<file path="config.mk">
export PLATFORM = sky130hd
export DESIGN_NAME = ng_run_ctrl
export DESIGN_NICKNAME = d
export VERILOG_FILES = /design/src/rtl/ng_run_ctrl.sv
export SDC_FILE = /design/constraint.sdc
export NUM_CORES = 1
export LEC_CHECK = 0
export ABC_AREA = 1
export ABC_CLOCK_PERIOD_IN_PS = 2600
export CAP_MARGIN = 20
export CORE_AREA = 2 2 110 112
export DETAILED_ROUTE_END_ITERATION = 7
export DIE_AREA = 0 0 112 114
export GPL_ROUTABILITY_DRIVEN = 0
export GPL_TIMING_DRIVEN = 0
export PLACE_DENSITY_LB_ADDON = 0.05
export SYNTH_ARGS = -nofsm -noshare
export SYNTH_HDL_FRONTEND = slang
export SYNTH_SLANG_ARGS = --single-unit
export TNS_END_PERCENT = 5
</file>
<file path="constraint.sdc">
create_clock -name clk -period 2.6 [get_ports clk]
set_input_delay 0.26 -clock clk [delete_from_list [all_inputs] [get_ports clk]]
set_output_delay 0.26 -clock clk [all_outputs]
set_load 0.01 [all_outputs]
</file>
<file path="src/rtl/ng_run_ctrl.sv">
// -----------------------------------------------------------------------------
// ng_run_ctrl
//   Run-control sequencer for the nandgame core. Fetches the instruction at the
//   core's PC over a req/ack handshake, presents it on instr and pulses
//   core_step for one cycle per instruction (core_step is the core's clock
//   enable). Supports run / halt / single-step, a fetch timeout that parks the
//   sequencer in FAULT, a retired-instruction counter and an optional PC
//   breakpoint.
//
//   Optional feature macro: NG_BREAKPOINT_EN (adds bp_addr and the comparator;
//   without it bp_hit is tied low).
//
// Ports
//   clk, rst             clock (rising edge), asynchronous active-high reset
//   pc                   current core PC
//   mem_req/mem_addr     fetch request (held until mem_ack) and fetch address
//   mem_ack/mem_rdata    fetch completion and instruction word
//   instr, core_step     instruction to the core and its one-cycle enable
//   cmd_run/halt/step    host command pulses (halt > run > step)
//   bp_addr              breakpoint PC (NG_BREAKPOINT_EN only)
//   running/halted/fault state flags
//   bp_hit               sticky breakpoint indication
//   retired              count of core_step pulses (wraps)
// -----------------------------------------------------------------------------
module ng_run_ctrl #(
  parameter int CNT_W   = 32,
  parameter int TIMEOUT = 255
) (
  input  logic             clk,
  input  logic             rst,
  input  logic [15:0]      pc,
  output logic             mem_req,
  output logic [15:0]      mem_addr,
  input  logic             mem_ack,
  input  logic [15:0]      mem_rdata,
  output logic [15:0]      instr,
  output logic             core_step,
  input  logic             cmd_run,
  input  logic             cmd_halt,
  input  logic             cmd_step,
`ifdef NG_BREAKPOINT_EN
  input  logic [15:0]      bp_addr,
`endif
  output logic             running,
  output logic             halted,
  output logic             fault,
  output logic             bp_hit,
  output logic [CNT_W-1:0] retired
);

  localparam int TW = (TIMEOUT < 1) ? 1 : $clog2(TIMEOUT + 1);

  typedef enum logic [1:0] {S_HALT, S_FETCH, S_EXEC, S_FAULT} state_t;

  state_t           state_q, state_d;
  logic [TW-1:0]    timer_q, timer_d;
  logic             step_mode_q, step_mode_d;
  logic             halt_pend_q, halt_pend_d;
  logic             req_d, step_d, bp_hit_d;
  logic [15:0]      instr_d;
  logic [CNT_W-1:0] retired_d;
`ifdef NG_BREAKPOINT_EN
  // Set for the first FETCH cycle after a free-run EXEC: the core's PC has
  // only just advanced, so the compare happens here before any request.
  logic             bp_chk_q, bp_chk_d;
`endif

  // pc only moves on core_step, so it is stable for the whole request.
  assign mem_addr = mem_req ? pc : 16'h0000;

  always_comb begin
    // NOTE: every signal gets a default before the case so no path leaves a
    // value unassigned, which would otherwise infer a latch.
    state_d     = state_q;
    timer_d     = timer_q;
    step_mode_d = step_mode_q;
    halt_pend_d = halt_pend_q;
    req_d       = mem_req;
    step_d      = 1'b0;
    instr_d     = instr;
    retired_d   = retired;
    bp_hit_d    = bp_hit;
`ifdef NG_BREAKPOINT_EN
    bp_chk_d    = bp_chk_q;
`endif

    unique case (state_q)
      S_HALT, S_FAULT: begin
        // cmd_halt has priority and is otherwise a no-op here; cmd_step
        // cannot leave FAULT.
        if (!cmd_halt && (cmd_run || (cmd_step && state_q == S_HALT))) begin
          state_d     = S_FETCH;
          step_mode_d = !cmd_run;
          halt_pend_d = 1'b0;
          bp_hit_d    = 1'b0;
          req_d       = 1'b1;
          timer_d     = '0;
        end
      end

      S_FETCH: begin
        if (cmd_halt) halt_pend_d = 1'b1;
`ifdef NG_BREAKPOINT_EN
        if (bp_chk_q) begin
          bp_chk_d = 1'b0;
          if (pc == bp_addr) begin
            state_d     = S_HALT;
            bp_hit_d    = 1'b1;
            halt_pend_d = 1'b0;
          end else begin
            req_d   = 1'b1;
            timer_d = '0;
          end
        end else
`endif
        if (mem_ack) begin
          // An ack in the TIMEOUT cycle still completes the fetch.
          instr_d = mem_rdata;
          req_d   = 1'b0;
          step_d  = 1'b1;
          state_d = S_EXEC;
        end else if (timer_q == TW'(TIMEOUT)) begin
          req_d   = 1'b0;
          state_d = S_FAULT;
        end else begin
          timer_d = timer_q + 1'b1;
        end
      end

      S_EXEC: begin
        retired_d = retired + 1'b1;
        // A halt arriving during EXEC still stops after this instruction.
        if (step_mode_q || halt_pend_q || cmd_halt) begin
          state_d     = S_HALT;
          halt_pend_d = 1'b0;
        end else begin
          state_d = S_FETCH;
`ifdef NG_BREAKPOINT_EN
          bp_chk_d = 1'b1;
`else
          req_d   = 1'b1;
          timer_d = '0;
`endif
        end
      end
    endcase
  end

  // NOTE: state registers use non-blocking assignments so every flop samples
  // the pre-edge values regardless of statement order.
  always_ff @(posedge clk or posedge rst) begin
    if (rst) begin
      state_q     <= S_HALT;
      timer_q     <= '0;
      step_mode_q <= 1'b0;
      halt_pend_q <= 1'b0;
      mem_req     <= 1'b0;
      instr       <= 16'h0000;
      core_step   <= 1'b0;
      retired     <= '0;
      bp_hit      <= 1'b0;
      running     <= 1'b0;
      halted      <= 1'b1;
      fault       <= 1'b0;
`ifdef NG_BREAKPOINT_EN
      bp_chk_q    <= 1'b0;
`endif
    end else begin
      state_q     <= state_d;
      timer_q     <= timer_d;
      step_mode_q <= step_mode_d;
      halt_pend_q <= halt_pend_d;
      mem_req     <= req_d;
      instr       <= instr_d;
      core_step   <= step_d;
      retired     <= retired_d;
      bp_hit      <= bp_hit_d;
      running     <= (state_d == S_FETCH) || (state_d == S_EXEC);
      halted      <= (state_d == S_HALT);
      fault       <= (state_d == S_FAULT);
`ifdef NG_BREAKPOINT_EN
      bp_chk_q    <= bp_chk_d;
`endif
    end
  end

endmodule

</file>
==> impl_metrics.json, run 1 <==
{
  "fmaxAchievable_ghz": 0.442,
  "crit_path_max_fanout": 10,
  "nFillCells": 1200,
  "grt_pass1_wl_mm": 14.4,
  "arrival_ps": 2000,
  "slew_violations": 0,
  "crit_required_ps": 2340,
  "wl_mm": 8.47,
  "synth-simple-area-share_pct": 32.3,
  "io_pins": 108,
  "areaGrowthSynthToFinish_pct": 46.4,
  "crit_chain": "clkbuf_1 > clkbuf_1 > nand2_1 > inv_1 > clkdlybuf4s50_1",
  "critical-path-top-delay-family": "buffers and inverters",
  "die_h_um": 114,
  "cts_made_buffers": 9,
  "synth_warnings": 0,
  "cts.sinks": 65,
  "cts_tree": "done",
  "first_pass_iters": 4,
  "worst_pin_slew_ps": 841,
  "vdd_drop_max_uv": 457,
  "yosysUniqueCellTypes": 28,
  "grtUsageTotal_pct": 14.2,
  "wire_per_inst_um": 12.0,
  "cts_resized": 0,
  "first_global_vias": 2921,
  "numPortBuffers": 106,
  "setup_viol": 0,
  "cp-startpoint": "mem_req",
  "finalNetCount": 596,
  "die_area_um2": 12800,
  "synth_seq_cells": 65,
  "synth_top_cell_by_area": "dfrtp_1",
  "start_kind": "flip-flop",
  "leakagePower_nw": 2.43,
  "path_buf_inv": 4,
  "drc": 0,
  "grt_setup_unrepaired": "false",
  "num_rows": 40,
  "clockRootBuffer": "clkbuf_16",
  "critical_path_class": "flip-flop to output pin",
  "antenna_left": 0,
  "ys_seq_area_share_pct": 47.9,
  "r2r-start": "state_q[0]",
  "htree_levels": 3,
  "synth_adder_area_share_pct": 1.84,
  "placed_cells": 689,
  "end_kind": "output pin",
  "period_share_pct": 87.0,
  "multiInputGateArea_um2": 1480,
  "synth_top_family_by_area": "simple AND/OR/NAND/NOR gates",
  "cap_violations": 0,
  "drive_gt1_share_pct": 8.06,
  "syn_inst": 436,
  "cp_common_cell": "clkbuf_1",
  "drt_iter0_drc": 124,
  "synth.avg_cell_area_um2": 7.80,
  "skew_ps": 5.15,
  "finalHoldViolCount": 0,
  "diodes": 0,
  "powerDensity_nw_per_um2": 829,
  "cpPeakStageDelay_ps": 540,
  "dp_hpwl_mm": 6.30,
  "crit_path_top_delay_cell": "clkdlybuf4s50_1",
  "core_um2": 11700,
  "min_period_ps": 2260,
  "synth_area_leaders": "dfrtp_1 (47%), nand2_1 (17%), inv_1 (6.6%)",
  "hold_class": "primary input to async pin",
  "cts_setup_buffers": 0,
  "synth_mux_area_share_pct": 0,
  "grt_max_degree": 66,
  "vias_per_cell": 4.23,
  "final_cell_count_no_fill": 705,
  "grt_antenna_before_repair": 0,
  "design_area_um2": 4980,
  "grt.overflow.total": 0,
  "synth_top_area_share_pct": 47.1,
  "utilization_pct": 42.5,
  "slew_headroom_pct": 43.9,
  "vias": 2980,
  "regArea_um2": 1630,
  "start_util_pct": 29.0,
  "hold_buffers": 0,
  "placed_cell_area_um2": 4650,
  "run_status": "finished, final reports clean",
  "synth_compound_gate_area_share_pct": 2.17,
  "netlist_area_um2": 3400,
  "die_w_um": 112,
  "clock_latency_ps": 330,
  "clk_path_buf_depth": 2,
  "clkTransAtPathRegs_ps": 50,
  "synth_nets": 479,
  "synth-xor-area-share_pct": 7.21
}
## cells by family after synthesis
logic type,after synthesis
adders and majority gates,5
buffers and inverters,70
and+or+nand+nor,253
xor gates and xnor gates,28
other,1
DFF,65
AOI/OAI and AO/OA,14
## where the power goes
part	internal, mW	leakage [nW]	total, mW	switching, mW
logic	0.693	1.41	1.43	0.734
registers	1.24	0.862	1.37	0.133
clock network	0.888	0.162	1.33	0.442
total	2.82	2.43	4.13	1.31
## layer usage
layer | vias to the layer above | track usage (%) | wire length [um]
li1 | 1562 | - | -
met1 | 1344 | 17.5 | 3910
met2 | 66 | 23.7 | 3980
met3 | 8 | 5.31 | 475
met4 | 0 | 3.90 | 100
met5 | - | 0 | 0
## sequential cells by signal, summed over array words and instances, names as in the netlist
signal       flops
retired         32
instr           16
timer_q          8
state_q          2
core_step        1
fault            1
halt_pend_q      1
halted           1
mem_req          1
running          1
step_mode_q      1
## placed cells by master (no fill, tap or decap), drive strengths merged
cell and n:
o21ai 11, conb 1, nand3 23, nor2 44, nand2 163, clkinv 3
xnor2 7, dfrtp 64, clkbuf 13, clkinvlp 1, ha 5, a21oi 3
buf 6, dfstp 1, bufinv 2, or2 1, nand4 10, nand3b 5
nor3 7, xor2 21, inv 61, clkdlybuf4s50 106
## worst register-to-register path, cell delays in order (launching register included)
cell and delay, ps:
dfrtp_1 380, inv_1 120, ha_1 190, buf_6 160
inv_4 70, nor2_2 110, nand3_2 150, nor2_4 170
nand2_1 80, xnor2_1 120
## synthesized netlist by cell type, drive strengths merged
| master | instances |
|---|---|
| a21oi | 3 |
| nor3 | 7 |
| buf | 6 |
| nand2 | 163 |
| ha | 5 |
| dfrtp | 64 |
| nand3b | 5 |
| nand4 | 10 |
| inv | 61 |
| or2 | 1 |
| conb | 1 |
| dfstp | 1 |
| o21ai | 11 |
| nor2 | 44 |
| xor2 | 21 |
| clkinv | 1 |
| clkbuf | 2 |
| xnor2 | 7 |
| nand3 | 23 |
## final cells by class
| cell class | count | area share (%) |
|---|---|---|
| flip-flops and latches | 65 | 32.7 |
| multi-input cells | 301 | 29.8 |
| repair buffers | 106 | 21.3 |
| clock buffers | 11 | 5.08 |
| inverters | 62 | 4.78 |
| well taps | 147 | 3.70 |
| clock inverters | 5 | 1.56 |
| plain buffers | 8 | 1.06 |
## per-stage QoR
| stage | TNS, ps | hold slack, ps | total power, mW | worst slack [ps] |
|---|---|---|---|---|
| 3_3_place_gp | -41280 | 461 | 2.82 | -650 |
| 3_5_place_dp | 0 | 465 | 2.84 | 651 |
| 6_report | 0 | 454 | 4.13 | 338 |
| 5_1_grt | 0 | 467 | 4.43 | 150 |
| 4_1_cts | 0 | 455 | 4.21 | 286 |
| 2_1_floorplan | 0 | 367 | 2.11 | 715 |
## worst paths after layout
path                            slack [ps]  cells past startpoint          end
min in group clk                       470                      3     instr[4]
worst min-delay path                   450                      2     instr[1]
worst max-delay path                   340                      5  mem_addr[5]
worst min register to register         480                      2    instr[12]
worst max register to register         930                      9  retired[21]
max in group asynchronous             1580                      2  retired[19]
No activity file was read; power rests on OpenSTA's default activity.
==> inputs of run 2 (changes only) <==
--- a/config.mk
+++ b/config.mk
@@ -6,7 +6,7 @@
 export NUM_CORES = 1
 export LEC_CHECK = 0
 export ABC_AREA = 1
-export ABC_CLOCK_PERIOD_IN_PS = 2600
+export ABC_CLOCK_PERIOD_IN_PS = 2400
 export CAP_MARGIN = 20
 export CORE_AREA = 2 2 110 112
 export DETAILED_ROUTE_END_ITERATION = 7
==> constraint.sdc (replaced) <==
create_clock -name clk -period 2.4 [get_ports clk]
set_input_delay 0.24 -clock clk [delete_from_list [all_inputs] [get_ports clk]]
set_output_delay 0.24 -clock clk [all_outputs]
set_load 0.01 [all_outputs]
==> run 2 against run 1 <==
Net effect:
- sequential power increased by 9%
- clock skew unchanged
- register-to-register slack got worse by 200 ps
- via count unchanged
- clock power increased by 8%
- die area unchanged
==> impl_metrics.json, run 2 (synthesized netlist as in run 1, its figures left out) <==
{
  "slew_violations": 0,
  "first_global_vias": 2921,
  "cts_made_buffers": 9,
  "run_status": "finished, final reports clean",
  "finalHoldViolCount": 0,
  "clockRootBuffer": "clkbuf_16",
  "hold_class": "primary input to async pin",
  "htree_levels": 3,
  "slew_headroom_pct": 43.9,
  "cts.sinks": 65,
  "mostFrequentLayoutCell": "nand2_1",
  "power.total_mw": 4.47,
  "fin_ws_ps": 280,
  "hold_slack_ps": 434,
  "regMostFlops": "retired",
  "drc": 0,
  "crit_required_ps": 2160,
  "cts_tree": "done",
  "vdd_drop_max_uv": 495,
  "finalNetCount": 596,
  "leakagePower_nw": 2.44,
  "start_util_pct": 29.0,
  "fmaxAchievable_ghz": 0.472,
  "drt_iter0_drc": 124,
  "die_area_um2": 12800,
  "utilization_pct": 42.5,
  "clkTransAtPathRegs_ps": 50,
  "end_kind": "output pin",
  "place_ws_ps": 471,
  "drive_gt1_share_pct": 8.24,
  "largest_reg_flops": 32,
  "reg_top3": "retired x32, instr x16, timer_q x8",
  "dp_hpwl_mm": 6.30,
  "first_pass_iters": 4,
  "vias": 2980,
  "grt.overflow.total": 0,
  "start_kind": "flip-flop",
  "die_w_um": 112,
  "powerDensity_nw_per_um2": 899,
  "period_share_pct": 88.4,
  "nFillCells": 1199,
  "io_pins": 108,
  "antenna_left": 0,
  "numPortBuffers": 106,
  "grt_antenna_before_repair": 0,
  "grt_setup_unrepaired": "false",
  "wire_per_inst_um": 12.0,
  "vias_per_cell": 4.23,
  "arrival_ps": 1880,
  "clk_path_buf_depth": 2,
  "setup_viol": 0,
  "cts_setup_buffers": 0,
  "wl_mm": 8.46,
  "crit_chain": "clkbuf_1 > clkbuf_2 > nand2_1 > inv_1 > clkdlybuf4s50_1",
  "grt_max_degree": 66,
  "num_rows": 40,
  "grt_pass1_wl_mm": 14.4,
  "cpPeakStageDelay_ps": 540,
  "crit_path_top_delay_cell": "clkdlybuf4s50_1",
  "core_um2": 11700,
  "die_h_um": 114,
  "crit_path_max_fanout": 10,
  "skew_ps": 5.15,
  "worst_pin_slew_ps": 841,
  "grtUsageTotal_pct": 14.2,
  "min_period_ps": 2120,
  "clock_latency_ps": 330,
  "cap_violations": 0,
  "diodes": 0,
  "critical_path_class": "flip-flop to output pin",
  "areaGrowthSynthToFinish_pct": 46.4,
  "layout_common_cells": "nand2_1 (158), clkdlybuf4s50_1 (106), dfrtp_1 (64), inv_1 (59), nor2_1 (33)"
}
run 2: path summary, 6_finish.rpt:
check	from	to	slack, ps	cells past startpoint
worst max-delay path	mem_req	mem_addr[5]	280	5
worst min-delay path	rst	instr[1]	430	2
worst max register to register	state_q[0]	retired[21]	730	9
worst min register to register	instr[12]	instr[12]	480	2
max in group asynchronous	rst	retired[19]	1400	2
min in group clk	mem_rdata[4]	instr[4]	450	3
run 2: what timing repair did:
item                                    CTS  global route
hold buffers                              0             0
gates resized for setup                   0             2
endpoints found under the setup margin    0             8
hold endpoints to repair                  0             0
run 2: metal layers:
| layer | share of wire [%] | track usage [%] |
|---|---|---|
| met5 | 0 | 0 |
| met3 | 5.6 | 5.31 |
| met2 | 47 | 23.7 |
| met1 | 46 | 17.5 |
| met4 | 1.2 | 3.90 |
run 2: where the power goes:
part	switching [mW]	leakage (nW)	internal, mW	total [mW]
clock	0.479	0.162	0.962	1.44
sequential	0.144	0.862	1.34	1.49
combinational	0.795	1.41	0.752	1.55
total	1.42	2.44	3.06	4.47
run 2: worst max-delay path: cells and delay by family (launching register included):
kind                   cells  cell delay (ps)
flip-flops                 1              340
AND/OR/NAND/NOR            1               70
buffers and inverters      4             1150
run 2: through the flow:
stage / area [um2] / setup TNS (ps) / cells
floorplan: 3400 / 0 / 436
global placement: 4640 / -52960 / 689
detailed placement: 4650 / 0 / 689
CTS: 4980 / 0 / 705
global route: 4980 / 0 / 705
finish: 4980 / 0 / 705
run 2: layout make-up:
cell class	count	area (um2)	share of cell area, %
Tap cell	147	184	3.69
Clock buffer	11	253	5.08
Buffer	8	53.8	1.08
Sequential cell	65	1630	32.7
Inverter	62	238	4.78
Clock inverter	5	77.6	1.56
Multi-Input combinational cell	301	1480	29.8
Timing Repair Buffer	106	1060	21.3
==> inputs of run 3 (changes only) <==
--- a/config.mk
+++ b/config.mk
@@ -9,6 +9,7 @@
 export ABC_CLOCK_PERIOD_IN_PS = 2400
 export CAP_MARGIN = 20
 export CORE_AREA = 2 2 110 112
+export CTS_CLUSTER_SIZE = 40
 export DETAILED_ROUTE_END_ITERATION = 7
 export DIE_AREA = 0 0 112 114
 export GPL_ROUTABILITY_DRIVEN = 0
==> results of run 3 <==
No change in the layout: final DEF, timing and power equal those of run 2.
